### config.mk
export PLATFORM = sky130hd
export DESIGN_NAME = bcd_display_driver
export DESIGN_NICKNAME = d
export VERILOG_FILES = /design/src/rtl/bcd_display_driver.sv
export SDC_FILE = /design/constraint.sdc
export NUM_CORES = 1
export LEC_CHECK = 0
export CELL_PAD_IN_SITES_DETAIL_PLACEMENT = 1
export CELL_PAD_IN_SITES_GLOBAL_PLACEMENT = 2
export CORE_MARGIN = 2
export CORE_UTILIZATION = 39
export DETAILED_ROUTE_END_ITERATION = 6
export PLACE_DENSITY_LB_ADDON = 0.1
export SYNTH_ARGS = -nofsm -noshare
export SYNTH_HDL_FRONTEND = slang
export SYNTH_SLANG_ARGS = --single-unit
### constraint.sdc
create_clock -name clk -period 6.84 [get_ports clk]
set_input_delay 1.368 -clock clk [delete_from_list [all_inputs] [get_ports clk]]
set_output_delay 1.368 -clock clk [all_outputs]
set_load 0.02 [all_outputs]
### src/rtl/bcd_display_driver.sv
`default_nettype none
// ============================================================================
// Module   : bcd_display_driver
// Purpose  : Converts a 14-bit binary value to four packed BCD digits with a
//            serial double-dabble engine, and drives a 4-digit multiplexed
//            7-segment display (active-low anodes and segments) from the
//            latched result. Values above 9999 are flagged and shown as dashes.
// Revision : 1.0 - initial release
// ============================================================================
module bcd_display_driver #(
  parameter int REFRESH_DIV = 1000,  // clock cycles each digit is driven
  parameter bit BLANK_LZ    = 1'b1   // 1 = blank leading zeros
) (
  input  logic        clk,
  input  logic        rst_n,
  input  logic [13:0] bin_in,
  output logic [15:0] bcd_out,
  output logic        busy,
  output logic        done,
  output logic        ovf,
  output logic [3:0]  an_n,
  output logic [6:0]  seg_n
);

  // --------------------------------------------------------------------------
  // Constants
  // --------------------------------------------------------------------------
  localparam int          CNT_W      = (REFRESH_DIV > 1) ? $clog2(REFRESH_DIV) : 1;
  localparam logic [13:0] MAX_BCD    = 14'd9999;
  localparam logic [3:0]  LAST_SHIFT = 4'd13;   // index of the 14th shift cycle
  localparam logic [6:0]  SEG_BLANK  = 7'h7F;
  localparam logic [6:0]  SEG_DASH   = 7'h3F;

  typedef enum logic [0:0] {
    IDLE  = 1'b0,
    SHIFT = 1'b1
  } state_t;

  // --------------------------------------------------------------------------
  // Converter state
  // --------------------------------------------------------------------------
  state_t      state;
  logic [13:0] last_val;
  logic [29:0] sr;        // {bcd[15:0], bin[13:0]} double-dabble working register
  logic [29:0] sr_adj;
  logic [29:0] sr_next;
  logic [3:0]  shift_cnt;

  // One double-dabble step: add 3 to every BCD nibble >= 5, then shift left.
  always_comb begin
    sr_adj = sr;
    for (int i = 0; i < 4; i++) begin
      if (sr[14 + 4*i +: 4] >= 4'd5) begin
        sr_adj[14 + 4*i +: 4] = sr[14 + 4*i +: 4] + 4'd3;
      end
    end
    sr_next = sr_adj << 1;
  end

  // Converter FSM: detects input changes, runs 14 shift steps, latches result.
  always_ff @(posedge clk) begin
    if (!rst_n) begin
      state     <= IDLE;
      last_val  <= '0;
      bcd_out   <= '0;
      busy      <= 1'b0;
      done      <= 1'b0;
      ovf       <= 1'b0;
      sr        <= '0;
      shift_cnt <= '0;
    end else begin
      done <= 1'b0;
      case (state)
        IDLE: begin
          if (bin_in != last_val) begin
            last_val <= bin_in;
            if (bin_in > MAX_BCD) begin
              // Out-of-range value is flagged immediately without converting.
              bcd_out <= '0;
              ovf     <= 1'b1;
              done    <= 1'b1;
            end else begin
              sr        <= {16'h0000, bin_in};
              shift_cnt <= '0;
              busy      <= 1'b1;
              state     <= SHIFT;
            end
          end
        end
        SHIFT: begin
          // bin_in is deliberately not looked at here; IDLE re-compares later.
          sr        <= sr_next;
          shift_cnt <= shift_cnt + 4'd1;
          if (shift_cnt == LAST_SHIFT) begin
            bcd_out <= sr_next[29:14];
            ovf     <= 1'b0;
            busy    <= 1'b0;
            done    <= 1'b1;
            state   <= IDLE;
          end
        end
        default: begin
          state <= IDLE;
          busy  <= 1'b0;
        end
      endcase
    end
  end

  // --------------------------------------------------------------------------
  // Display multiplexer
  // --------------------------------------------------------------------------
  logic [CNT_W-1:0] ref_cnt;
  logic [1:0]       dig_idx;
  logic [1:0]       dig_next;
  logic             ref_wrap;
  logic [3:0]       dig_val;
  logic [3:0]       lead_zero;  // bit k: digit k and all higher digits are zero
  logic [6:0]       seg_sel;

  // Next digit index: advance once per refresh period.
  always_comb begin
    ref_wrap = (ref_cnt == CNT_W'(REFRESH_DIV - 1));
    dig_next = ref_wrap ? (dig_idx + 2'd1) : dig_idx;
  end

  // Segment pattern for the digit that will be enabled next cycle.
  always_comb begin
    lead_zero[3] = (bcd_out[15:12] == 4'd0);
    lead_zero[2] = lead_zero[3] && (bcd_out[11:8] == 4'd0);
    lead_zero[1] = lead_zero[2] && (bcd_out[7:4]  == 4'd0);
    lead_zero[0] = lead_zero[1] && (bcd_out[3:0]  == 4'd0);

    case (dig_next)
      2'd0:    dig_val = bcd_out[3:0];
      2'd1:    dig_val = bcd_out[7:4];
      2'd2:    dig_val = bcd_out[11:8];
      default: dig_val = bcd_out[15:12];
    endcase

    if (ovf) begin
      seg_sel = SEG_DASH;
    end else if (BLANK_LZ && (dig_next != 2'd0) && lead_zero[dig_next]) begin
      // The ones digit is never blanked so a zero value still reads "0".
      seg_sel = SEG_BLANK;
    end else begin
      case (dig_val)
        4'd0:    seg_sel = 7'h40;
        4'd1:    seg_sel = 7'h79;
        4'd2:    seg_sel = 7'h24;
        4'd3:    seg_sel = 7'h30;
        4'd4:    seg_sel = 7'h19;
        4'd5:    seg_sel = 7'h12;
        4'd6:    seg_sel = 7'h02;
        4'd7:    seg_sel = 7'h78;
        4'd8:    seg_sel = 7'h00;
        4'd9:    seg_sel = 7'h10;
        default: seg_sel = SEG_BLANK;
      endcase
    end
  end

  // Refresh counter, digit index and registered anode/segment drive.
  always_ff @(posedge clk) begin
    if (!rst_n) begin
      ref_cnt <= '0;
      dig_idx <= 2'd0;
      an_n    <= 4'b1110;
      seg_n   <= 7'h40;
    end else begin
      ref_cnt <= ref_wrap ? '0 : (ref_cnt + CNT_W'(1));
      dig_idx <= dig_next;
      an_n    <= ~(4'b0001 << dig_next);
      seg_n   <= seg_sel;
    end
  end

endmodule
`default_nettype wire

**Word-level counts from Yosys, hierarchy flattened**

Memory sizes are Yosys's and may differ from the RTL's.
Index checks and enable logic that the tools add are counted.

- Output and inout port bits: 30
- Memories kept: 1
- Input bits: 16
- Bits in read-only memories: 112
- Flip-flop bits (word level): 91
- Word-level logic and storage cells: 89

Memory list:

| name | depth | bits a word | read ports | clocked after memory_dff | write ports | line | source |
|---|---|---|---|---|---|---|---|
| (name not given) | 16 | 7 | 1 | 0 | 0 | 147 | `case (dig_val)` |

- Bitwise gates (word level): 3
- Reductions and logical operators: 15
- Order comparisons: 6
- Muxes and demuxes: 35
- Equal/unequal tests: 9
- Add/subtract/negate cells: 7
- Shift-type cells: 1

Operator list:

| cell | number |
|---|---|
| 2-to-1 mux 30 bit | 2 |
| one-hot mux 30 bit (2 select lines) | 1 |
| 2-to-1 mux 16 bit | 3 |
| one-hot mux 16 bit (2 select lines) | 1 |
| 2-to-1 mux 4 bit | 5 |
| greater-or-equal comparator 4 x 3 -> 1 bit, second input constant | 4 |
| logical NOT 4 bit | 4 |
| > comparator 14 bit, second input constant | 1 |
| 2-to-1 mux 7 bit | 2 |
| != test 14 bit | 1 |
| adder 4 x 2 -> 4 bit, second input constant | 3 |
| 2-to-1 mux 1 bit | 12 |
| one-hot mux 4 bit (3 select lines) | 1 |
| adder 10 x 1 -> 10 bit, second input constant | 1 |
| equality test 10 bit, second input constant | 1 |
| one-hot mux 1 bit (2 select lines) | 4 |
| one-hot mux 4 bit (2 select lines) | 1 |
| != test 2 bit, second input constant | 3 |
| AND reduction 3 bit | 2 |
| adder 4 x 1 -> 4 bit, second input constant | 1 |
| equality test 4 bit, second input constant | 1 |
| logical AND 1 bit | 4 |
| NOT 4 bit | 1 |
| AND reduction 2 bit | 2 |
| other kinds (14) | 15 |

**Logic depth before layout (Yosys ltp)**

- Depth after elaboration: 9
- Depth in mapped cells: 10
- Mapped depth without buffers: 10

**Worst setup path before layout**

OpenSTA, ideal clock, no wires.

- Path kind: input -> register
- From: input port bin_in[11]
- To: register bcd_out[13]
- Setup slack: 3.782 ns
- Buffers on the path: 3
- Stages on the path: 10
- Arrival: 2.943 ns
- Required time: 6.725 ns
- Setup time: 0.115 ns
- Cells stage by stage: xor2_1 -> nor4_1 -> nand4_1 -> nor2b_1 -> buf_2 -> a21bo_1 -> buf_2 -> buf_6 -> mux2i_1 -> and2_1

- Longest elaborated chain between the ends: 3
- Elaborated cells on any way between the ends: 5
- Classes of those cells: order compare (1); eq/ne (3); reduce/logical (1)

RTL lines:

| element | line | source |
|---|---|---|
| from (decl) | 16 | `input logic [13:0] bin_in,` |
| > comparator 14 bit / != test 14 bit (equally long branches) | 77, 75 |  |
| != test 2 bit (no line) | - |  |
| AND reduction 3 bit (no line) (*) | - |  |
| to (signal assigned) | 95 | `bcd_out <= sr_next[29:14];` |
| to (decl) | 17 | `output logic [15:0] bcd_out,` |

Every way passes the cells marked *; elsewhere a longest branch is shown, timed or not.
A chain may end at the register's enable or synchronous reset.

**Final worst setup path**

- From: input port bin_in[12]
- To: register bcd_out[10]

Same word-level chain as after synthesis.

==> key figures <==
Run status
  • Status: complete, no violations

Placement
  • GPL Wtd Cong: 0.762
  • Port Buffers: 45
  • Hpwl dp: ~7.7 mm

Clock network
  • Post-CTS Hold Fix Bufs: 0
  • CTS H-tree depth: 3
  • Post-CTS setup repair buffer count: 0
  • Register clock-pin slew on the reported worst setup and hold paths: ~60 ps
  • Worst-skew pair later-pin latency: roughly 340 ps
  • Post-CTS sizing: 0
  • CTS Buf Count: 9
  • Root Buffer: clkbuf_16
  • CTS tree: yes
  • CTS Sinks: 91
  • Clk buf depth: 2

Yosys
  • Commonest cells in the netlist: 91 x dfxtp_1, 61 x nor2b_1, 35 x mux2i_1
  • Syn nets: slightly above 500
  • Sequential-to-total area share from yosys stat: 39.5%
  • Post-synth EDFFs: 0
  • Synth area leaders: dfxtp_1 39%, nor2b_1 8.3%, mux2i_1 7.6%
  • Cell Area, Synth: 4620 µm²
  • Synth area leader: dfxtp_1
  • Synth top area share: around two fifths
  • Post-Syn Instances: 486
  • Yosys reg bits: 91
  • Synth cell types: between 60 and 70
  • Synthesis Warnings: 0
  • Count leader, synth: dfxtp_1
  • Synth Flop Type: dfxtp_1
  • Avg Inst Size Synth: 9.50 µm²
  • FFs w/ async S/R, synth: 0%

Cells and area
  • Layout area overhead: 18.1%
  • Fraction of layout instances using a drive strength above 1: under 10%
  • Ant. Diodes: 0
  • Fillers: 1320
  • Layout Nets: ~550

Global routing
  • Initial antenna violation count: 0
  • Met3 usage: 3.00%
  • Vias in the first global route: 3566
  • Most Used Layer, Global Route: met2
  • Largest net degree at the start of global routing: 83
  • GR Util met1: between 20% and 30%
  • Global Route Usage Sum: 18.1%
  • Total global routing overflow: 0
  • Met2 usage: between 20% and 30%
  • First-pass GRT wire length: between 15 and 20 mm

Timing
  • Sum Neg Setup Slack: 0 ps
  • Rel. slew slack: 27.8%
  • Final Skew: 10.0 ps
  • Unrepaired setup endpoints after global routing: false
  • Min Tclk post-route: 4240 ps
  • Slew Limit Fails: 0
  • Highest clock rate: 0.236 GHz
  • Final Cycle Share: 61.9%
  • Final hold viol count: 0
  • Worst-margin pin slew: 1080 ps
  • Setup violations, final: 0

Setup path
  • Worst Path Arrival: 4470 ps
  • CP Max Fanout: 18
  • Setup crit start kind: input port
  • CP cell instances: clkdlybuf4s50_1 -> xor2_1 -> nor4_1 -> nand4_1 -> nor2b_2 -> a21bo_1 -> mux2i_1 -> nor2b_1
  • WP data required: 7070 ps
  • Top delay family on crit path: simple AND/OR/NAND/NOR gates
  • Critical Path End Type: flip-flop
  • CP max stage cell: nor2b_2
  • Worst path bufs/invs: 1
  • Crit path kind: input port to flip-flop
  • Critical path's largest stage delay: just under 900 ps

Power and ir drop
  • Flop pwr share: 46.5%
  • P_sw: 280 µW
  • Pwr dens: 221 nW/µm²
  • Internal power: 927 µW
  • Gate power share: 8.3%
  • Clock power frac: 45.2%
  • Total Power: approximately 1200 µW
  • Switching share of power: a little under a quarter
  • Maximum vdd drop: 0.120 mV
  • Leakage: around 0.002 µW

Floorplanning
  • Die Y: roughly 110 µm
  • Die width: 113 µm
  • Initial Util: 40.3%
  • Die Area: 12700 µm²
  • Rows: 39
  • Core area: 11500 µm²
  • Io pins: 46

Detailed routing
  • Antenna Nets Post-Route: 0
  • Pre-antenna DRT Iters: 7
  • Routed vias/inst: 5.29
  • Post-route DRC: 0
  • Via Count: 3525
  • Routed length per placed instance: 16.7 µm
  • DRT iter0 DRCs: 189
  • Routed WL: between 10 and 15 mm

Hold path
  • Worst Hold Class: flip-flop to flip-flop

Run
  • Max Cap Viol: 0
registers in the layout, summed over array words and instances (netlist names):
| signal | cells |
|---|---|
| busy | 1 |
| state | 1 |
| dig_idx | 2 |
| ref_cnt | 10 |
| ovf | 1 |
| shift_cnt | 4 |
| an_n | 4 |
| bcd_out | 16 |
| last_val | 14 |
| seg_n | 7 |
| sr | 30 |
| done | 1 |
final cells by class:
type / count / area, µm² / area share [%]
Clock buffer: 11 / 243 / 4.45
Clock inverter: 5 / 86.3 / 1.58
Inverter: 21 / 92.6 / 1.70
Multi-Input combinational cell: 348 / 2570 / 47.1
Sequential cell: 91 / 1820 / 33.4
Tap cell: 143 / 179 / 3.28
Timing Repair Buffer: 47 / 460 / 8.45
layout by cell type (no fill, tap or decap), types with 10 or more instances in the layout:
cell	netlist	routed
dfxtp_1	91	91
nor2b_1	61	60
clkdlybuf4s50_1	0	44
mux2i_1	35	35
nand2_1	34	34
nor2_1	27	27
a21oi_1	24	23
xor2_1	21	21
inv_1	18	18
and2_1	14	14
ha_1	14	14
a222oi_1	12	12
o21ai_0	10	10
cell families (layout without fill, tap and decap cells):
logic type               Yosys count  after routing  share of synthesized area, %
XOR/XNOR                          30             30                          5.69
AO/OA/AOI/OAI                     90             90                          15.6
AND/OR/NAND/NOR                  175            175                          21.5
buffers and inverters             47             84                          5.20
flip-flops                        91             91                          39.5
adder cells (fa/ha/maj)           15             15                          4.01
multiplexers                      38             38                          8.56
path summary, 6_finish.rpt:
| check | start | end | slack (ps) | cells after the start |
|---|---|---|---|---|
| setup reg to reg | last_val[12] | bcd_out[10] | 3870 | 7 |
| hold / removal | ref_cnt[0] | ref_cnt[0] | 470 | 1 |
| setup / recovery | bin_in[12] | bcd_out[10] | 2600 | 8 |
| hold reg to reg | ref_cnt[0] | ref_cnt[0] | 470 | 1 |
power groups by stage:
stage          Clock, µW  Combinational, µW  Sequential (µW)
2_1_floorplan          0               64.9              572
3_3_place_gp           0               99.7              572
3_5_place_dp           0                101              573
4_1_cts              557                102              561
5_1_grt              579                110              563
6_report             546                100              561
metal layers:
| layer | vias to the layer above | part of all wire (%) | wire length [µm] |
|---|---|---|---|
| met5 | - | 0 | 0 |
| met4 | 0 | 1.7 | 191 |
| met3 | 13 | 2.1 | 233 |
| met2 | 39 | 47 | 5190 |
| met1 | 1720 | 50 | 5510 |
| li1 | 1753 | - | - |
stage by stage:
step           instances  instance area, µm²  util [%]  setup WS (ps)  hold slack, ps
6_report             666                5450      47.5           2600             465
5_1_grt              666                5450      47.5           2380             522
4_1_cts              666                5450      47.5           2600             473
3_5_place_dp         650                5120      44.7           2260             459
3_3_place_gp         650                5120      44.7           2310             448
2_1_floorplan        486                4620         -           3780             430
(Power assumes the default switching activity.)
